==> config.mk <==
export PLATFORM = sky130hd
export DESIGN_NAME = sd_uart_tx_arbiter
export DESIGN_NICKNAME = d
export VERILOG_FILES = /design/src/rtl/sd_uart_pkg.sv /design/src/rtl/sd_uart_rr_arb.sv /design/src/rtl/sd_uart_tx_arbiter.sv
export SDC_FILE = /design/constraint.sdc
export NUM_CORES = 1
export LEC_CHECK = 0
export BUFFER_PORTS_ARGS = -buffer_cell sky130_fd_sc_hd__buf_4
export CAP_MARGIN = 20
export CORE_ASPECT_RATIO = 1.2
export CORE_MARGIN = 5
export CORE_UTILIZATION = 52
export DETAILED_ROUTE_END_ITERATION = 6
export PLACE_DENSITY = 0.77
export SYNTH_ARGS = -nofsm -noshare
export SYNTH_HDL_FRONTEND = slang
export SYNTH_HIERARCHICAL = 1
export SYNTH_SLANG_ARGS = --single-unit
==> constraint.sdc <==
create_clock -name clk -period 7.77 [get_ports clk]
set_input_delay 1.554 -clock clk [delete_from_list [all_inputs] [get_ports clk]]
set_output_delay 1.554 -clock clk [all_outputs]
set_load 0.02 [all_outputs]
==> src/rtl/sd_uart_pkg.sv <==
// Shared constants and types for the SD-over-UART controller.
// Covers frame markers, host command bytes and the TX framing state set.
package sd_uart_pkg;

  localparam int unsigned PAYLOAD_BYTES = 16;
  localparam logic [7:0]  START_BYTE    = 8'hA5;

  localparam logic [7:0] CMD_RESET         = 8'h20;
  localparam logic [7:0] CMD_STOP          = 8'h25;
  localparam logic [7:0] CMD_WRITE         = 8'h4A;
  localparam logic [7:0] CMD_READ          = 8'h7A;
  localparam logic [7:0] CMD_ERASE         = 8'hF0;
  localparam logic [7:0] CMD_GET_SD_INFO   = 8'h15;
  localparam logic [7:0] CMD_GET_CTRL_INFO = 8'h1B;

  localparam logic [2:0] ST_IDLE  = 3'd0;
  localparam logic [2:0] ST_START = 3'd1;
  localparam logic [2:0] ST_CMD   = 3'd2;
  localparam logic [2:0] ST_LEN   = 3'd3;
  localparam logic [2:0] ST_DATA  = 3'd4;
  localparam logic [2:0] ST_CSUM  = 3'd5;
  localparam logic [2:0] ST_DONE  = 3'd6;

  // The enum keeps the legacy encodings so existing debug tooling still decodes it
  typedef enum logic [2:0] {
    IDLE  = ST_IDLE,
    START = ST_START,
    CMD   = ST_CMD,
    LEN   = ST_LEN,
    DATA  = ST_DATA,
    CSUM  = ST_CSUM,
    DONE  = ST_DONE
  } tx_state_t;

endpackage

==> src/rtl/sd_uart_rr_arb.sv <==
// Two-way round-robin picker: the source named by rr_ptr wins when both request.
// Purely combinational; the pointer itself lives in the parent.
module sd_uart_rr_arb (
  input  logic [1:0] req,
  input  logic       rr_ptr,
  output logic       winner,
  output logic       valid
);

  always_comb begin
    valid  = |req;
    winner = req[rr_ptr] ? rr_ptr : ~rr_ptr;
  end

endmodule

==> src/rtl/sd_uart_tx_arbiter.sv <==
// Shares one UART transmitter between the command responder and the status reporter.
// Each grant is framed as START_BYTE, cmd, len, payload (MSB first), XOR checksum.
module sd_uart_tx_arbiter #(
  parameter int unsigned PAYLOAD_BYTES = 16,
  parameter logic [7:0]  START_BYTE    = 8'hA5
) (
  input  logic                       clk,
  input  logic                       reset,
  input  logic [1:0]                 req,
  input  logic [7:0]                 req_cmd0,
  input  logic [4:0]                 req_len0,
  input  logic [8*PAYLOAD_BYTES-1:0] req_data0,
  input  logic [7:0]                 req_cmd1,
  input  logic [4:0]                 req_len1,
  input  logic [8*PAYLOAD_BYTES-1:0] req_data1,
  output logic [1:0]                 grant,
  output logic [1:0]                 done,
  output logic                       busy,
  input  logic                       tx_ready,
  output logic                       tx_en,
  output logic [7:0]                 tx_data
);
  import sd_uart_pkg::*;

  localparam int unsigned DW      = 8 * PAYLOAD_BYTES;
  localparam logic [4:0]  MAX_LEN = 5'(PAYLOAD_BYTES);

  tx_state_t       state;
  logic            rr_ptr;
  logic            owner;
  logic            win;
  logic            win_valid;
  logic [7:0]      cmd_q;
  logic [4:0]      len_q;
  logic [4:0]      cnt;
  logic [DW-1:0]   data_q;
  logic [7:0]      csum;
  logic [7:0]      csum_next;
  logic            accept;
  logic [7:0]      sel_cmd;
  logic [4:0]      sel_len;
  logic [DW-1:0]   sel_data;

  sd_uart_rr_arb u_arb (
    .req    (req),
    .rr_ptr (rr_ptr),
    .winner (win),
    .valid  (win_valid)
  );

  always_comb begin
    sel_cmd   = win ? req_cmd1  : req_cmd0;
    sel_len   = win ? req_len1  : req_len0;
    sel_data  = win ? req_data1 : req_data0;
    if (sel_len > MAX_LEN) sel_len = MAX_LEN;
    accept    = tx_en && tx_ready;
    // tx_data always holds the byte being accepted, so it feeds the running checksum
    csum_next = csum ^ tx_data;
  end

  always_ff @(posedge clk or posedge reset) begin
    if (reset) begin
      state   <= IDLE;
      rr_ptr  <= 1'b0;
      owner   <= 1'b0;
      grant   <= '0;
      done    <= '0;
      busy    <= 1'b0;
      tx_en   <= 1'b0;
      tx_data <= '0;
      cmd_q   <= '0;
      len_q   <= '0;
      cnt     <= '0;
      data_q  <= '0;
      csum    <= '0;
    end else begin
      grant <= '0;
      done  <= '0;
      case (state)
        IDLE: if (win_valid) begin
          grant[win] <= 1'b1;
          owner      <= win;
          rr_ptr     <= ~win;
          cmd_q      <= sel_cmd;
          len_q      <= sel_len;
          data_q     <= sel_data;
          csum       <= '0;
          cnt        <= '0;
          busy       <= 1'b1;
          tx_en      <= 1'b1;
          tx_data    <= START_BYTE;
          state      <= START;
        end
        START: if (accept) begin
          tx_data <= cmd_q;
          state   <= CMD;
        end
        CMD: if (accept) begin
          csum    <= csum_next;
          tx_data <= {3'b000, len_q};
          state   <= LEN;
        end
        LEN: if (accept) begin
          csum <= csum_next;
          if (len_q == 5'd0) begin
            tx_data <= csum_next;
            state   <= CSUM;
          end else begin
            tx_data <= data_q[DW-1 -: 8];
            data_q  <= data_q << 8;
            state   <= DATA;
          end
        end
        DATA: if (accept) begin
          csum <= csum_next;
          if (cnt == len_q - 5'd1) begin
            tx_data <= csum_next;
            state   <= CSUM;
          end else begin
            tx_data <= data_q[DW-1 -: 8];
            data_q  <= data_q << 8;
            cnt     <= cnt + 5'd1;
          end
        end
        CSUM: if (accept) begin
          tx_en       <= 1'b0;
          done[owner] <= 1'b1;
          busy        <= 1'b0;
          state       <= DONE;
        end
        DONE:    state <= IDLE;
        default: state <= IDLE;
      endcase
    end
  end

endmodule
Word level (Yosys, flattened, before mapping) --
Index checks and enable logic that the tools add are counted.
Storage, ports and cells: memory bits (writable) 0, bits in registers 172, bits in read-only memories 0, output and inout port bits 14, word-level logic and storage cells 106, memories kept 0, latch bits 0
Cells by class: magnitude comparators 6, $mul 0, shifts and indexed selects 0, reductions and logical operators 19, equal/unequal tests 16, multiplexer cells 48, add/sub/neg operators 2, bitwise gates (word level) 3, divide/modulo/power cells 0
Operators by type and width (number):
- 2-to-1 mux 128 bit | 6
- one-hot mux 128 bit (3 select lines) | 1
- 2-to-1 mux 8 bit | 10
- one-hot mux 8 bit (5 select lines) | 1
- 2-to-1 mux 5 bit | 5
- 2-to-1 mux 3 bit | 7
- one-hot mux 3 bit (6 select lines) | 1
- != test 2 bit (second input constant) | 8
- one-hot mux 8 bit (2 select lines) | 1
- AND reduction 6 bit | 2
- one-hot mux 5 bit (2 select lines) | 1
- 2-to-1 mux 1 bit | 8
- 2-to-1 mux 2 bit | 4
- bitwise XOR 8 bit | 1
- AND reduction 7 bit | 1
- == test 3 x 2 -> 1 bit (second input constant) | 2
- == test 3 bit (second input constant) | 2
- < comparator 1 x 2 -> 1 bit (second input constant) | 3
- AND reduction 3 bit | 2
- nonzero test 2 bit | 3
- adder 5 x 1 -> 5 bit (second input constant) | 1
- == test 5 bit | 1
- > comparator 5 bit (second input constant) | 1
- logical NOT 5 bit | 1
- 15 further kinds | 21

Longest topological paths before layout --
depth in word-level cells 9, mapped depth 11, gate-level depth less buffers 8

Cells and area by module --
Netlist, hierarchy kept.
Modules (own cells, without submodules):
- sd_uart_tx_arbiter | cells each 1103, times used 1, area an instance 9567.9 µm², sequential area each 4304.1 µm²
- sd_uart_rr_arb | cells each 3, times used 1, area an instance 20.0 µm², sequential area each 0.0 µm²

Worst setup path before layout --
No wires, ideal clock.
path type input to register, start point input port req[1], end point register data_q[33], stages 9, library setup time 0.135 ns, required time 7.635 ns, arrival time 3.039 ns, setup slack 4.597 ns, buffers on the path 3, path through inv_1 > mux2i_1 > clkbuf_1 > buf_2 > clkbuf_1 > mux2i_1 > nor2_1 > a21oi_1 > o21ai_0
On the way: longest elaborated chain between the ends 6
RTL lines:
- start: declaration | line sd_uart_tx_arbiter.sv:9 | input logic [1:0] req,
- 2-to-1 mux 1 bit (implied by the code) (2 in series) | line sd_uart_rr_arb.sv:12 | winner = req[rr_ptr] ? rr_ptr : ~rr_ptr;
- 2-to-1 mux 1 bit | line sd_uart_rr_arb.sv:12
- net win | line sd_uart_tx_arbiter.sv:31 | logic win;
- 2-to-1 mux 128 bit | line sd_uart_tx_arbiter.sv:54 | sel_data = win ? req_data1 : req_data0;
- 2-to-1 mux 128 bit | line sd_uart_tx_arbiter.sv:80 | IDLE: if (win_valid) begin
- one-hot mux 128 bit (3 select lines) | line sd_uart_tx_arbiter.sv:79 | case (state)
- end signal: assignment | line sd_uart_tx_arbiter.sv:86 | data_q <= sel_data;
- end signal: assignment | line sd_uart_tx_arbiter.sv:110 | data_q <= data_q << 8;
- end signal: assignment | line sd_uart_tx_arbiter.sv:121 | data_q <= data_q << 8;
- end: declaration | line sd_uart_tx_arbiter.sv:36 | logic [DW-1:0] data_q;
The timed path passes the listed nets, and every way through them passes these cells. The select of a mux whose other input is x is not followed. A chain may end at the register's enable or synchronous reset.

Worst setup path after layout --
start point input port req[1], end point register data_q[89]
RTL lines:
- OR reduction 2 bit | line sd_uart_rr_arb.sv:11 | valid = |req;
- net win_valid | line sd_uart_tx_arbiter.sv:32 | logic win_valid;
- != test 2 x 1 -> 1 bit (no source line)
- AND reduction 6 bit (no source line)
The timed path passes the listed nets, and every way through them passes these cells. The select of a mux whose other input is x is not followed.

==> results.md <==
- Clock skew: 0.0127 ns
- Post-synth top cells: dfrtp_1 (172), nand2_1 (163), nor2_1 (148)
- Max incr delay on CP: 0.81 ns
- Initial antenna violation count: 0
- Hold Path Class: register to register
- Syn_area_per_cell: 8.67 um2
- Status: finished clean
- Internal power: 1.59 mW
- Core area: 18200 um2
- Top cells by area, synth: dfrtp_1 (45%), mux2i_1 (15%), o21ai_0 (6.9%)
- First-pass GRT wire length: 42100 um
- Area grow syn2layout: 29.8%
- Worst hold endpoint: done[0]
- TritonCTS Buffers: 17
- Largest net degree at the start of global routing: 168
- Final-report max-slew violation count: 0
- HPWL Detailed: 19000 um
- Htree depth: 4
- Clk sink count: 172
- Top-area cell type share of the netlist area: 0.449
- Port bufs: 300
- Most used DFF post-synth: dfrtp_1
- DR WL/cell: 16.5 um
- Post-Synthesis Cells: 1106
- FILL cells: 1495
- Post-CTS Setup Bufs: 0
- Hold buffers post-CTS: 0
- Cell accounting for the most synthesized area: dfrtp_1
- CP most frequent cell: o21ai_0
- Arrival @ worst endpoint: 3.79 ns
- Synthesized flop and latch total: 172
- Compound-gate portion of the synthesized area: 0.191
- EDFF count, synth: 0
- Setup CP Type: primary input to register
- Reg-to-reg slack, setup: 4.46 ns
- Fraction of the yosys area taken by sequential cells: 0.449
- Total iterations of the first detailed-routing run: 5
- Reg area: 4300 um2
- CTS resizes: 0
- Die Span X: 134 um
- Peak Freq: 0.283 GHz
- Skew-Pair Late Insertion Delay: 0.43 ns
- Layout cell share with drive strength beyond 1: 0.260
- Sequential Power Share: 0.436
- Hold Path Stages: 1
- Crit Path Max Fanout: 124
- Total number of vias: 8685
- FP Rows: 54
- Pre-CTS WS: 3.76 ns
- Endpoint class of the critical path: register
- Final Critical Period: 3.54 ns
- Adder-Cell Fraction of Synth Area: 0.00261
- Final setup TNS: 0 ns
- Cell area after synthesis: 9590 um2
- Power Dens Cells: 165 nW/um2
- Synth Area in Simple Gates: 0.150
- Relative slew margins: 0.308
- Diode count: 0
- DRT Wirelength: 26200 um
- Yosys cell types: 57
- Sw Pwr: 464 uW
- Ys async rst share: 1.00
- Routability congestion estimate: 0.868
- Max-Cap Viols: 0
- Req. time, crit path: 8.02 ns
- Final non-filler cell total: 1586
- Root Buffer: clkbuf_16
- DRC: 0
- Clock slew at reported path FFs: 0.06 ns
- Peak VDD IR: 0.000156 V
- Multiplexer area fraction after synthesis: 0.150
- CTS tree: yes
- Via density: 5.48
- Number of setup violations in the final report: 0
- Total global-route track usage: 0.244
- Cell family with most CP delay: buffers and inverters
- Warnings, synthesis: 6
- Vias in the first global route: 8544
- Cell count after placement: 1553
- Largest family of logic cells by synthesized area: compound AO/OA/AOI/OAI gates
- CP Cell Sequence: buf_4 -> or2_1 -> nor2b_1 -> o21ai_0 -> o21ai_0 -> o211ai_4 -> buf_4 -> o21ai_0
- Layout Utilization: 0.685
- Critical R2R Launch: state[1]
- Crit-path slowest cell: buf_4
- Die Ht: 159 um
- RSZ-0062 raised after global routing: no
- Multi-input logic area: 4830 um2
- Most frequent cell after synthesis: dfrtp_1
- Reg2reg end: data_q[10]
- Starting Density: 0.528
- Io pins: 301
- Worst path bufs/invs: 2
- Slew @ Worst Pin: 1.04 ns
- Grt ovf: 0
- Final WS setup: 4.23 ns
- Comb power frac: 0.123
- Fin crit share: 0.455
- Routed Antenna Nets: 0
- Fin. Hold Viols: 0
- Pleak: 6.35 nW
- DR iter-0 viols: 837
- Area share of xor/xnor cells in the synthesized design: 0.00731
- Crit path launch type: primary input
- Worst R2R Path Depth: 7
- Min-delay src: owner
- Nets: 1638
- Sw frac: 0.226
- Buffers from clock root to sink, at most: 2
- Die Area: 21300 um2
- Post-Syn Nets: 1395
- Clock network power share: 0.441
per-stage QoR:
stage | hold WS (ns) | instance area, um2 | power, mW
after floorplan | 0.414 | 9590 | 1.02
after global placement | 0.437 | 11800 | 1.16
after detailed placement | 0.436 | 11800 | 1.17
after CTS | 0.454 | 12400 | 2.07
after global routing | 0.460 | 12400 | 2.13
final | 0.450 | 12400 | 2.05
flip-flops by register name, indices dropped and copies added (netlist names):
register  flops
state         3
len_q         5
cnt           5
tx_data       8
csum          8
owner         1
done          2
rr_ptr        1
data_q      128
tx_en         1
cmd_q         8
grant         2
cells by family (layout without fill, tap and decap cells):
group / count (synthesis) / after routing
AOI/OAI and AO/OA: 337 / 337
xor gates and xnor gates: 8 / 8
adders and majority gates: 2 / 2
buffers and inverters: 96 / 352
DFF: 172 / 172
muxes: 144 / 144
and+or+nand+nor: 347 / 347
power groups by stage:
stage	Sequential, mW	Clock (mW)	Combinational, mW
3_5_place_dp	0.912	0	0.255
5_1_grt	0.895	0.959	0.280
3_3_place_gp	0.912	0	0.251
6_report	0.895	0.906	0.252
2_1_floorplan	0.912	0	0.111
4_1_cts	0.895	0.921	0.256
worst max-delay path by stage:
stage	end	depth (start not counted)	slack, ns	startpoint
6_report	data_q[89]	8	4.23	req[1]
5_1_grt	data_q[89]	8	4.01	req[1]
4_1_cts	data_q[26]	8	4.23	req[1]
3_5_place_dp	data_q[53]	8	3.76	req[1]
3_3_place_gp	data_q[67]	8	3.90	req[1]
2_1_floorplan	cmd_q[0]	1	1.56	reset
layout make-up:
cell class,instances,share of cell area
Timing Repair Buffer,308,0.189
Multi-Input combinational cell,838,0.388
Clock buffer,18,0.0353
Clock inverter,14,0.0154
Tap cell,224,0.0225
Inverter,12,0.00402
Sequential cell,172,0.346
cells in the final DEF (no fill, tap or decap), types with 4 or more instances in the layout:
master / n
buf_4: 305
dfrtp_1: 172
nand2_1: 162
nor2_1: 148
mux2i_1: 142
o21ai_0: 133
a21oi_1: 129
o21ai_1: 31
clkbuf_16: 17
inv_1: 11
o31ai_1: 9
xnor2_1: 5
nor3_1: 4
and3_1: 4
nand3_1: 4
o22ai_1: 4
a22oi_1: 4
inv_6: 4
clkinv_2: 4
bufinv_16: 4
metal layers:
layer  part of all wire  up-vias  wire [um]  GRT usage
li1                   -     4330          -          -
met1               0.41     4034      10600      0.309
met2               0.52      281      13500      0.418
met3              0.055       40       1440     0.0446
met4              0.023        0        612     0.0828
met5                  0        -          0          0
(Power assumes the default switching activity.)
